--- src/rtl/led_pwm_decoder_pkg.sv ---
// Shared definitions for the LED breathing-PWM link: frame length, FSM states, clog2.
package led_pwm_decoder_pkg;

  localparam int unsigned LED_FRAME_LEN = 16;

  typedef enum logic {
    ST_HUNT    = 1'b0,
    ST_MEASURE = 1'b1
  } state_t;

  function automatic int unsigned clog2(input int unsigned v);
    int unsigned r;
    r = 0;
    while ((32'd1 << r) < v) r++;
    return r;
  endfunction

endpackage

--- src/rtl/led_pwm_decoder_bus_sync.sv ---
// Multi-stage flop synchronizer for the asynchronous 8-bit LED bus.
module led_bus_sync #(
  parameter int unsigned SYNC_STAGES = 2
) (
  input  logic       clk,
  input  logic       rst_n,
  input  logic [7:0] bus_async,
  output logic [7:0] bus_sync
);

  logic [7:0] stage [SYNC_STAGES];

  always_ff @(posedge clk or negedge rst_n) begin
    if (!rst_n) begin
      for (int unsigned i = 0; i < SYNC_STAGES; i++) stage[i] <= '0;
    end else begin
      stage[0] <= bus_async;
      for (int unsigned i = 1; i < SYNC_STAGES; i++) stage[i] <= stage[i-1];
    end
  end

  assign bus_sync = stage[SYNC_STAGES-1];

endmodule

--- src/rtl/led_pwm_decoder.sv ---
// Receive side of the LED PWM link: recovers per-frame brightness level and lit-LED index.
module led_pwm_decoder
  import led_pwm_decoder_pkg::*;
#(
  parameter  int unsigned FRAME_LEN   = LED_FRAME_LEN,
  parameter  int unsigned SLOT_CYCLES = 1,
  parameter  int unsigned SYNC_STAGES = 2,
  localparam int unsigned LW          = clog2(FRAME_LEN)
) (
  input  logic          clk,
  input  logic          rst_n,
  input  logic [7:0]    led_bus,
  output logic [LW-1:0] level,
  output logic [2:0]    led_index,
  output logic          level_valid,
  output logic          locked,
  output logic          sync_err,
  output logic          onehot_err,
  output logic          stuck_high
);

  localparam int unsigned DW       = (SLOT_CYCLES > 1) ? clog2(SLOT_CYCLES) : 1;
  localparam logic [DW-1:0] DIV_LAST = DW'(SLOT_CYCLES - 1);
  localparam logic [LW-1:0] F_LAST   = LW'(FRAME_LEN - 1);
  localparam logic [LW:0]   FULL     = (LW+1)'(FRAME_LEN);

  logic [7:0]    bus_s;
  logic          pwm, pwm_d, prev;
  logic [DW-1:0] div_cnt, div_eff;
  logic          strobe;
  state_t        state, state_nxt;
  logic [LW-1:0] frame_cnt;
  logic [LW:0]   hi_cnt, hi_sum, run_cnt, run_nxt;
  logic [2:0]    idx, idx_nxt, idx_sel;
  logic          multi, single, rise;
  logic          phase_jump, all_high, frame_end, run_low_full, run_high_full;

  led_bus_sync #(.SYNC_STAGES(SYNC_STAGES)) u_sync (
    .clk       (clk),
    .rst_n     (rst_n),
    .bus_async (led_bus),
    .bus_sync  (bus_s)
  );

  assign pwm = |bus_s;

  // While hunting, a line change starts a new slot so strobes land at slot ends.
  assign div_eff = (state == ST_HUNT && (pwm ^ pwm_d)) ? '0 : div_cnt;
  assign strobe  = (div_eff == DIV_LAST);

  always_ff @(posedge clk or negedge rst_n) begin
    if (!rst_n) begin
      div_cnt <= '0;
      pwm_d   <= 1'b0;
    end else begin
      div_cnt <= strobe ? '0 : div_eff + DW'(1);
      pwm_d   <= pwm;
    end
  end

  assign multi   = (bus_s & (bus_s - 8'd1)) != 8'd0;
  assign single  = pwm && !multi;
  assign rise    = pwm && !prev;
  assign hi_sum  = hi_cnt + (LW+1)'(pwm);
  assign run_nxt = (pwm == prev) ? run_cnt + (LW+1)'(1) : (LW+1)'(1);

  always_comb begin
    idx_nxt = '0;
    for (int unsigned i = 0; i < 8; i++)
      if (bus_s[i]) idx_nxt = 3'(i);
  end

  assign idx_sel = single ? idx_nxt : idx;

  always_ff @(posedge clk or negedge rst_n) begin
    if (!rst_n) state <= ST_HUNT;
    else        state <= state_nxt;
  end

  always_comb begin
    state_nxt = state;
    if (strobe) begin
      case (state)
        ST_HUNT:    if (rise) state_nxt = ST_MEASURE;
        ST_MEASURE: if (!(rise && frame_cnt != '0) && hi_sum == FULL) state_nxt = ST_HUNT;
        default:    state_nxt = ST_HUNT;
      endcase
    end
  end

  always_comb begin
    phase_jump    = 1'b0;
    all_high      = 1'b0;
    frame_end     = 1'b0;
    run_low_full  = 1'b0;
    run_high_full = 1'b0;
    locked        = (state == ST_MEASURE);
    if (strobe) begin
      case (state)
        ST_HUNT: begin
          if (!rise && run_nxt == FULL) begin
            run_high_full = pwm;
            run_low_full  = !pwm;
          end
        end
        ST_MEASURE: begin
          if (rise && frame_cnt != '0) phase_jump = 1'b1;
          else if (hi_sum == FULL)     all_high   = 1'b1;
          else if (frame_cnt == F_LAST) frame_end = 1'b1;
        end
        default: ;
      endcase
    end
  end

  always_ff @(posedge clk or negedge rst_n) begin
    if (!rst_n) begin
      prev        <= 1'b0;
      frame_cnt   <= '0;
      hi_cnt      <= '0;
      run_cnt     <= '0;
      idx         <= '0;
      level       <= '0;
      led_index   <= '0;
      level_valid <= 1'b0;
      sync_err    <= 1'b0;
      onehot_err  <= 1'b0;
      stuck_high  <= 1'b0;
    end else begin
      level_valid <= 1'b0;
      sync_err    <= 1'b0;
      onehot_err  <= 1'b0;
      if (strobe) begin
        prev       <= pwm;
        onehot_err <= multi;
        if (single) idx <= idx_nxt;
        if (!pwm) stuck_high <= 1'b0;
        if (run_high_full || all_high) stuck_high <= 1'b1;

        if (state == ST_HUNT && !rise && !run_low_full && !run_high_full) run_cnt <= run_nxt;
        else                                                            run_cnt <= '0;

        if (state == ST_HUNT) begin
          if (rise) begin
            frame_cnt <= LW'(1);
            hi_cnt    <= (LW+1)'(1);
          end
          if (run_low_full) begin
            level       <= '0;
            led_index   <= idx_sel;
            level_valid <= 1'b1;
          end
        end else if (phase_jump) begin
          frame_cnt <= LW'(1);
          hi_cnt    <= (LW+1)'(1);
          sync_err  <= 1'b1;
        end else if (all_high) begin
          frame_cnt <= '0;
          hi_cnt    <= '0;
        end else if (frame_end) begin
          frame_cnt   <= '0;
          hi_cnt      <= '0;
          level       <= hi_sum[LW-1:0];
          led_index   <= idx_sel;
          level_valid <= 1'b1;
        end else begin
          frame_cnt <= frame_cnt + LW'(1);
          hi_cnt    <= hi_sum;
        end
      end
    end
  end

endmodule

--- config.mk ---
export PLATFORM = sky130hd
export DESIGN_NAME = led_pwm_decoder
export DESIGN_NICKNAME = d
export VERILOG_FILES = /design/src/rtl/led_pwm_decoder_pkg.sv /design/src/rtl/led_pwm_decoder_bus_sync.sv /design/src/rtl/led_pwm_decoder.sv
export SDC_FILE = /design/constraint.sdc
export NUM_CORES = 1
export LEC_CHECK = 0
export CORE_UTILIZATION = 40
export CTS_CLUSTER_SIZE = 8
export DETAILED_ROUTE_END_ITERATION = 12
export PLACE_DENSITY_LB_ADDON = 0.08
export SLEW_MARGIN = 20
export SYNTH_ARGS = -nofsm -noshare
export SYNTH_HDL_FRONTEND = slang
export SYNTH_SLANG_ARGS = --single-unit
--- constraint.sdc ---
create_clock -name clk -period 3.05 [get_ports clk]
set_input_delay 0.61 -clock clk [delete_from_list [all_inputs] [get_ports clk]]
set_output_delay 0.61 -clock clk [all_outputs]
set_load 0.01 [all_outputs]
# Word level (Yosys, flattened, before mapping)
# Cells that the tools add are included.
[word_totals]
regBits = 48
output_inout_bits = 12
wordCells = 123
[op_classes]
n_addsub = 5
n_eq_ne = 8
n_mux = 65
n_bitwise = 4
reduce_logical = 25
[op_table]
columns = ["operator", "n"]
rows = [
  ["4-bit two-way mux", 10],
  ["3-bit two-way mux", 12],
  ["1-bit two-way mux", 35],
  ["5-bit two-way mux", 7],
  ["5-bit == test (second input constant)", 2],
  ["1-bit logical AND", 9],
  ["8-bit AND", 1],
  ["8-bit nonzero test", 1],
  ["8-bit OR reduction", 1],
  ["8-bit by 1-bit subtractor with 8-bit output (second input constant)", 1],
  ["1-bit zero test", 7],
  ["5-bit by 1-bit adder with 5-bit output", 1],
  ["5-bit by 1-bit adder with 5-bit output (second input constant)", 1],
  ["5-bit AND reduction", 1],
  ["4-bit by 1-bit adder with 4-bit output (second input constant)", 1],
  ["4-bit == test (second input constant)", 1],
  ["2-bit by 1-bit inequality test with 1-bit output (second input constant)", 2],
  ["2-bit inequality test (second input constant)", 2],
  ["2-bit AND reduction", 2],
  ["2-bit nonzero test", 2],
  ["4-bit nonzero test", 1],
  ["1-bit NOT", 2],
  ["1-bit one-hot mux with 2 select lines", 1],
  ["1-bit adder (second input constant)", 1],
  ["other kinds (3)", 3],
]

# Longest topological paths before layout
# Gate-level depths: netlist of the first run.
[logic_depth]
word_depth = 12
ltp_mapped = 11

# Modules after synthesis
# From an unflattened synthesis of the first run, not the netlist that was laid out.
[unflattened]
hier_cells = 197
hier_area_um2 = 2177.1
[by_module_without_submodules]
columns = ["module", "instances", "cells_per_inst", "area_per_inst_um2", "seq_area_each_um2"]
rows = [
  ["led_pwm_decoder", 1, 173, 1716.6, 750.7],
  ["led_bus_sync", 1, 24, 460.4, 400.4],
]

# Worst setup path before layout of the first run
# No wires, ideal clock.
[synth_path]
path_type = "register -> register"
from = "register u_sync.stage, in the netlist u_sync.bus_sync[2]"
to = "register led_index[1]"
setup_time_ns = 0.125
t_arrival_ns = 2.965
t_required_ns = 2.925
setup_slack_ns = -0.039
stages_incl_launch_ff = 12
n_path_buf = 2
period_less_slack_ns = 3.089
path_cell_list = "dfrtp_1 -> buf_6 -> nor4_1 -> nand3_1 -> ha_1 -> ha_1 -> nand2_1 -> o2bb2ai_1 -> and3_1 -> clkbuf_1 -> o32ai_4 -> mux2_2"
[synth_lines]
columns = ["item", "line_no", "source"]
rows = [
  ["start: declaration", "led_pwm_decoder_bus_sync.sv:11", "logic [7:0] stage [SYNC_STAGES];"],
  ["8-bit OR reduction (*)", "led_pwm_decoder.sv:45", "assign pwm = |bus_s;"],
  ["net pwm", "led_pwm_decoder.sv:28", "logic pwm, pwm_d, prev;"],
  ["parallel branches: the longest is 9 deep, another holds 5-bit by 1-bit adder with 5-bit output", "-", ""],
  ["end signal: assignment", "led_pwm_decoder.sv:150", "led_index <= idx_sel;"],
  ["end signal: assignment", "led_pwm_decoder.sv:164", "led_index <= idx_sel;"],
  ["end: declaration", "led_pwm_decoder.sv:14", "output logic [2:0] led_index,"],
]
# Mark *: on every way through the listed nets, which the timed path passes. The select of a mux whose other input is x is not followed.
# A chain may end at the register's enable or synchronous reset.

# Worst setup path after layout of the first run
[layout_path]
from = "register u_sync.stage, in the netlist u_sync.bus_sync[2]"
to = "register level[3]"
[layout_via]
elab_chain_len = 10
[layout_rtl]
columns = ["item", "line_no", "source"]
rows = [
  ["8-bit OR reduction (*)", "led_pwm_decoder.sv:45", ""],
  ["net pwm", "led_pwm_decoder.sv:28", ""],
  ["parallel branches: the longest is 9 deep, another holds 5-bit by 1-bit adder with 5-bit output", "-", ""],
  ["end signal: assignment", "led_pwm_decoder.sv:163", "level <= hi_sum[LW-1:0];"],
  ["end: declaration", "led_pwm_decoder.sv:13", "output logic [LW-1:0] level,"],
]
# Marks and branches as above.

==> flow_summary.toml, run 1 <==
[finish]
antenna_cells = 0
syn_to_final_growth_pct = 17.9
final_core_util_pct = 49.3
nets = 234
final_area_um2 = 2530
drive_above_1_share_pct = 12.3
fin_cells = 289

[grt]
grt_pass1_vias = 1453
grt_pass1_wl_um = 6970
antenna_found_initial = 0
grt_max_degree = 47
grt_overflow = 0
grt_use_total_pct = 16.6

[cts]
cts_made_buffers = 5
hold_buffers = 0
cts_max_level = 2
cts.clk_slew.worst_paths_ns = 0.09
root_buffer = "clkbuf_8"
cts_tree = "yes"
cts-resized-gates = 0
clock_sinks = 46
cts_buffer_depth = 2
cts_setup_buffers = 0
clkLatencyLatePin_ns = 0.30

[floorplanning]
die_x_um = 75.3
start_util_pct = 41.8
coreArea_um2 = 5140
pin_count = 22
die_y_um = 75.3
row_count = 26
die_area_um2 = 5660

[critical_path]
cpMaxStageDelayCell = "dfrtp_1"
criticalPathCategory = "register to register"
crit_fanout = 9
crit_path_end_kind = "register"
crit_top_cell = "buf_4"
cp_cell_sequence = "nor4_4 > nand3_1 > buf_4 > ha_1 > inv_1 > o21ai_0 > o32ai_4 > buf_4 > mux2i_1"
cp_data_required_time_ns = 3.27
cp.arrival_ns = 2.95
cp_slowest_stage_delay_ns = 0.50
startpoint_type = "register"

[placement]
dp_hpwl_um = 2850
dpl.cell_count = 281
place_congestion = 0.800
io_buffers = 21
place_area_um2 = 2420

[pwr]
peakVddDrop_uv = 304
leakagePower_nw = 1.09
power_density_nw_per_um2 = 784

[sta]
rsz0062_at_grt = "no"
tightest_slew_ns = 0.562
min_period_ns = 2.72
fmax_ghz = 0.367
report.final.slew_viol_count = 0
setup_violations = 0
fin_crit_sh_pct = 89.3
finalSetupTns_ns = 0
relSlewSlack_pct = 62.1
skew_ns = 0.00310
hold_violations = 0

[routing]
drtAntennaViolNets = 0
wl_per_cell_um = 13.6
dr_wl_met2_um = 1820
top_layer = "met4"
drt-met1-wl_um = 1930
via_per_inst = 5.28
wl_met3_um = 151
drc = 0
drtIter0Drc = 94
routed_wl_um = 3920
first_pass_iters = 4
num_vias = 1525

[run]
maxCapViolations = 0

[synth]
synth_edf_count = 0
syn_inst = 197
synth_flop_cell = "dfrtp_1"
synth_seq_cells = 46
yosys_warnings = 0
ys_async_sr_fraction_pct = 100
syn_area_um2 = 2150
ys_seq_area_share_pct = 53.6
synthesis.nets = 213
synth.avg_cell_area_um2 = 10.9
synth_cell_types = 49

[worst_hold_path]
min_path_type = "input port to asynchronous set/reset pin"

[run_status]
status = "completed"
cells in the final DEF, fill, tap and decap left out, types with 2 or more instances in the layout:
cell type / Yosys / layout
clkdlybuf4s50_1: 0 / 20
or2_2: 2 / 2
inv_6: 0 / 3
xor2_1: 7 / 7
nand3_1: 9 / 9
o21ai_0: 11 / 11
xnor2_1: 2 / 2
inv_1: 12 / 12
a31oi_1: 2 / 2
nor4_1: 3 / 2
a22o_1: 2 / 2
a21oi_1: 7 / 7
nor3b_1: 3 / 3
mux2i_1: 4 / 4
buf_4: 0 / 6
o31ai_1: 2 / 2
clkbuf_8: 0 / 5
nand4b_1: 2 / 2
nand2_1: 14 / 14
nor2_1: 12 / 12
nor3_1: 4 / 3
a21o_1: 2 / 2
o21a_1: 2 / 2
mux2_2: 2 / 2
and3_1: 5 / 5
ha_1: 6 / 6
nand2b_1: 2 / 2
dfrtp_1: 46 / 46
stage by stage:
step / hold WS, ns / total power [mW] / setup slack, ns
2_1_floorplan: 0.314 / 1.34 / 0.0951
3_3_place_gp: 0.334 / 1.58 / 0.273
3_5_place_dp: 0.336 / 1.60 / 0.225
4_1_cts: 0.357 / 2.00 / 0.191
5_1_grt: 0.326 / 2.16 / 0.0473
6_report: 0.288 / 1.99 / 0.328
synth_stat cells (all sizes together) (3+ instances only):
cell | number | area [um^2]
dfrtp | 46 | 1150
nand2 | 14 | 52.6
nor2 | 13 | 51.3
inv | 12 | 45.0
o21ai | 11 | 55.1
nand3 | 9 | 45.0
clkbuf | 8 | 30.0
a21oi | 7 | 35.0
xor2 | 7 | 61.3
ha | 6 | 75.1
and3 | 5 | 31.3
buf | 4 | 32.5
mux2i | 4 | 40.0
nor3 | 4 | 20.0
mux2 | 3 | 37.5
nor3b | 3 | 22.5
nor4 | 3 | 18.8
final timing paths:
path | endpoint | cells past startpoint | slack (ns) | startpoint
max | level[3] | 9 | 0.33 | u_sync.bus_sync[2]
min | onehot_err | 1 | 0.29 | rst_n
max reg2reg | level[3] | 9 | 0.33 | u_sync.bus_sync[2]
min reg2reg | u_sync.bus_sync[3] | 0 | 0.35 | u_sync.stage[11]
max in group asynchronous | frame_cnt[1] | 1 | 2.38 | rst_n
min in group clk | u_sync.bus_sync[3] | 0 | 0.35 | u_sync.stage[11]
routing by layer:
metal / GRT usage, % / vias up
li1: - / 732
met1: 23.5 / 752
met2: 25.1 / 39
met3: 4.02 / 2
met4: 5.56 / 0
met5: 0 / -
registers in the layout (all words and copies together), names as in the netlist:
register         count
locked               1
onehot_err           1
stuck_high           1
u_sync.bus_sync      8
level_valid          1
u_sync.stage         8
prev                 1
level                4
run_cnt              5
hi_cnt               5
led_index            3
sync_err             1
frame_cnt            4
idx                  3
cells by family after synthesis:
logic type               after synthesis  synth area share (%)
buffers and inverters                 24                  5.01
AO/OA/AOI/OAI                         44                  15.8
multiplexers                           7                  3.61
AND/OR/NAND/NOR                       61                  14.8
XOR/XNOR                               9                  3.67
flip-flops                            46                  53.6
adder cells (fa/ha/maj)                6                  3.50
where the power goes:
group	internal, mW	total, mW	switching, mW
combinational	0.350	0.701	0.351
clock	0.170	0.387	0.217
sequential	0.751	0.898	0.147
total	1.27	1.99	0.715
area by class of cell:
type,count,area [um^2]
clock inverter,3,26.3
sequential,46,1150
timing repair buffer,26,245
multi-input combinational,127,908
clock buffer,5,68.8
fill,499,2610
tap,70,87.6
inverter,12,45.0
critical path: cells and delay by family (launching register included):
family | cells | cell delay, ns
buf+inv | 3 | 0.53
simple gates | 2 | 0.53
mux | 1 | 0.19
compound gates | 2 | 0.66
flops | 1 | 0.50
fa+ha+maj | 1 | 0.23
(Power assumes the default switching activity.)
==> run 2: changes to the inputs <==
--- a/config.mk
+++ b/config.mk
@@ -5,10 +5,11 @@
 export SDC_FILE = /design/constraint.sdc
 export NUM_CORES = 1
 export LEC_CHECK = 0
+export ABC_CLOCK_PERIOD_IN_PS = 3050
 export CORE_UTILIZATION = 40
 export CTS_CLUSTER_SIZE = 8
 export DETAILED_ROUTE_END_ITERATION = 12
-export PLACE_DENSITY_LB_ADDON = 0.08
+export PLACE_DENSITY = 0.64
 export SLEW_MARGIN = 20
 export SYNTH_ARGS = -nofsm -noshare
 export SYNTH_HDL_FRONTEND = slang
==> flow_summary.toml, run 2 (synthesis results as in run 1) <==
[sta]
report.final.slew_viol_count = 0
hold_violations = 0
skew_ns = 0.00941
fin_crit_sh_pct = 91.2
tightest_slew_ns = 0.569
setup_violations = 0
fmax_ghz = 0.359
rsz0062_at_grt = "no"
relSlewSlack_pct = 61.7
min_period_ns = 2.78
finalSetupTns_ns = 0

[floorplanning]
die_x_um = 75.3
die_y_um = 75.3
die_area_um2 = 5660
row_count = 26
coreArea_um2 = 5140
start_util_pct = 41.8
pin_count = 22

[finish]
seq_area_um2 = 1150
final_common_cell = "dfrtp_1"
antenna_cells = 0
drive_above_1_share_pct = 13.1
final_cell_mix = "46 x dfrtp_1, 20 x clkdlybuf4s50_1, 14 x nand2_1"
syn_to_final_growth_pct = 20.2
nets = 237
fill_cells = 492
multiInputGateArea_um2 = 903

[placement]
place_congestion = 0.869
dp_hpwl_um = 2680
io_buffers = 21

[cts]
root_buffer = "clkbuf_8"
cts.clk_slew.worst_paths_ns = 0.09
cts_buffer_depth = 2
clkLatencyLatePin_ns = 0.30
cts_max_level = 2
cts_made_buffers = 5
clock_sinks = 46
cts_tree = "yes"

[critical_path]
cp_cell_sequence = "nor4_4 > nand3_1 > buf_4 > ha_1 > nand2_1 > nor3_1 > nand4b_1 > o32ai_4 > buf_4 > mux2i_1"
cp_slowest_stage_delay_ns = 0.50
reg2regPathDepth = 10
cpLargestDelayFamily = "simple AND/OR/NAND/NOR gates"
r2r_slack_ns = 0.27
startpoint_type = "register"
cp_data_required_time_ns = 3.27
criticalPathCategory = "register to register"
r2r_start = "u_sync.bus_sync[2]"
crit_path_end_kind = "register"
r2r_end = "level[3]"
critPathBufInv = 2
crit_top_cell = "buf_4"
crit_fanout = 9
cp.arrival_ns = 3.00
cpMaxStageDelayCell = "dfrtp_1"

[routing]
via_per_inst = 5.14
num_vias = 1501
drtAntennaViolNets = 0
first_pass_iters = 4
wl_per_cell_um = 13.2
drc = 0
routed_wl_um = 3850
drtIter0Drc = 57

[pwr]
peakVddDrop_uv = 292
design_power_total_mw = 2.04
leakagePower_nw = 1.12
power_density_nw_per_um2 = 792

[worst_hold_path]
min_path_type = "input port to asynchronous set/reset pin"

[grt]
grt_max_degree = 47
antenna_found_initial = 0
grt_pass1_wl_um = 6200
grt_pass1_vias = 1367
grt_use_total_pct = 14.9
grt_overflow = 0

[run]
maxCapViolations = 0

[run_status]
status = "completed"
## run 2: power breakdown
| group | internal (mW) | switching (mW) |
|---|---|---|
| logic | 0.349 | 0.339 |
| clock network | 0.250 | 0.216 |
| registers | 0.751 | 0.140 |
| total | 1.35 | 0.695 |
## run 2: layer usage
layer | part of all wire (%) | GRT usage, % | vias to the layer above
li1 | - | - | 746
met2 | 44 | 22.7 | 51
met5 | 0 | 0 | -
met4 | 2.4 | 5.76 | 0
met1 | 48 | 20.4 | 696
met3 | 5.2 | 4.15 | 8
## run 2: final cells by class
cell class	count	share of cell area, %
inverters	12	1.75
clock inverters	3	1.84
multi-input cells	127	35.0
flip-flops and latches	46	44.6
clock buffers	5	2.67
well taps	70	3.39
repair buffers	29	10.8
## run 2: repair_timing
action                                  4_1_cts  5_1_grt
hold buffers                                  0        0
endpoints found under the setup margin        0        2
resized for setup                             0        1
buffers inserted                              0        0
## run 2: worst max-delay path by stage
stage	from	end	slack, ns	cells past startpoint
after floorplan	u_sync.bus_sync[2]	led_index[1]	0.1	11
after global placement	u_sync.bus_sync[2]	led_index[1]	0.32	9
after detailed placement	u_sync.bus_sync[2]	level[3]	0.25	10
after CTS	u_sync.bus_sync[2]	level[3]	0.21	10
after global routing	u_sync.bus_sync[2]	level[3]	0.05	10
final	u_sync.bus_sync[2]	level[3]	0.27	10
## run 2: stage by stage
step	cell area [um^2]	utilization [%]	instances	worst slack [ns]	hold WS, ns
3_5_place_dp	2440	47.4	283	0.245	0.336
3_3_place_gp	2440	47.4	283	0.318	0.332
2_1_floorplan	2150	-	197	0.0951	0.314
4_1_cts	2550	49.7	291	0.211	0.357
6_report	2580	50.2	292	0.268	0.198
5_1_grt	2580	50.2	292	0.0545	0.197
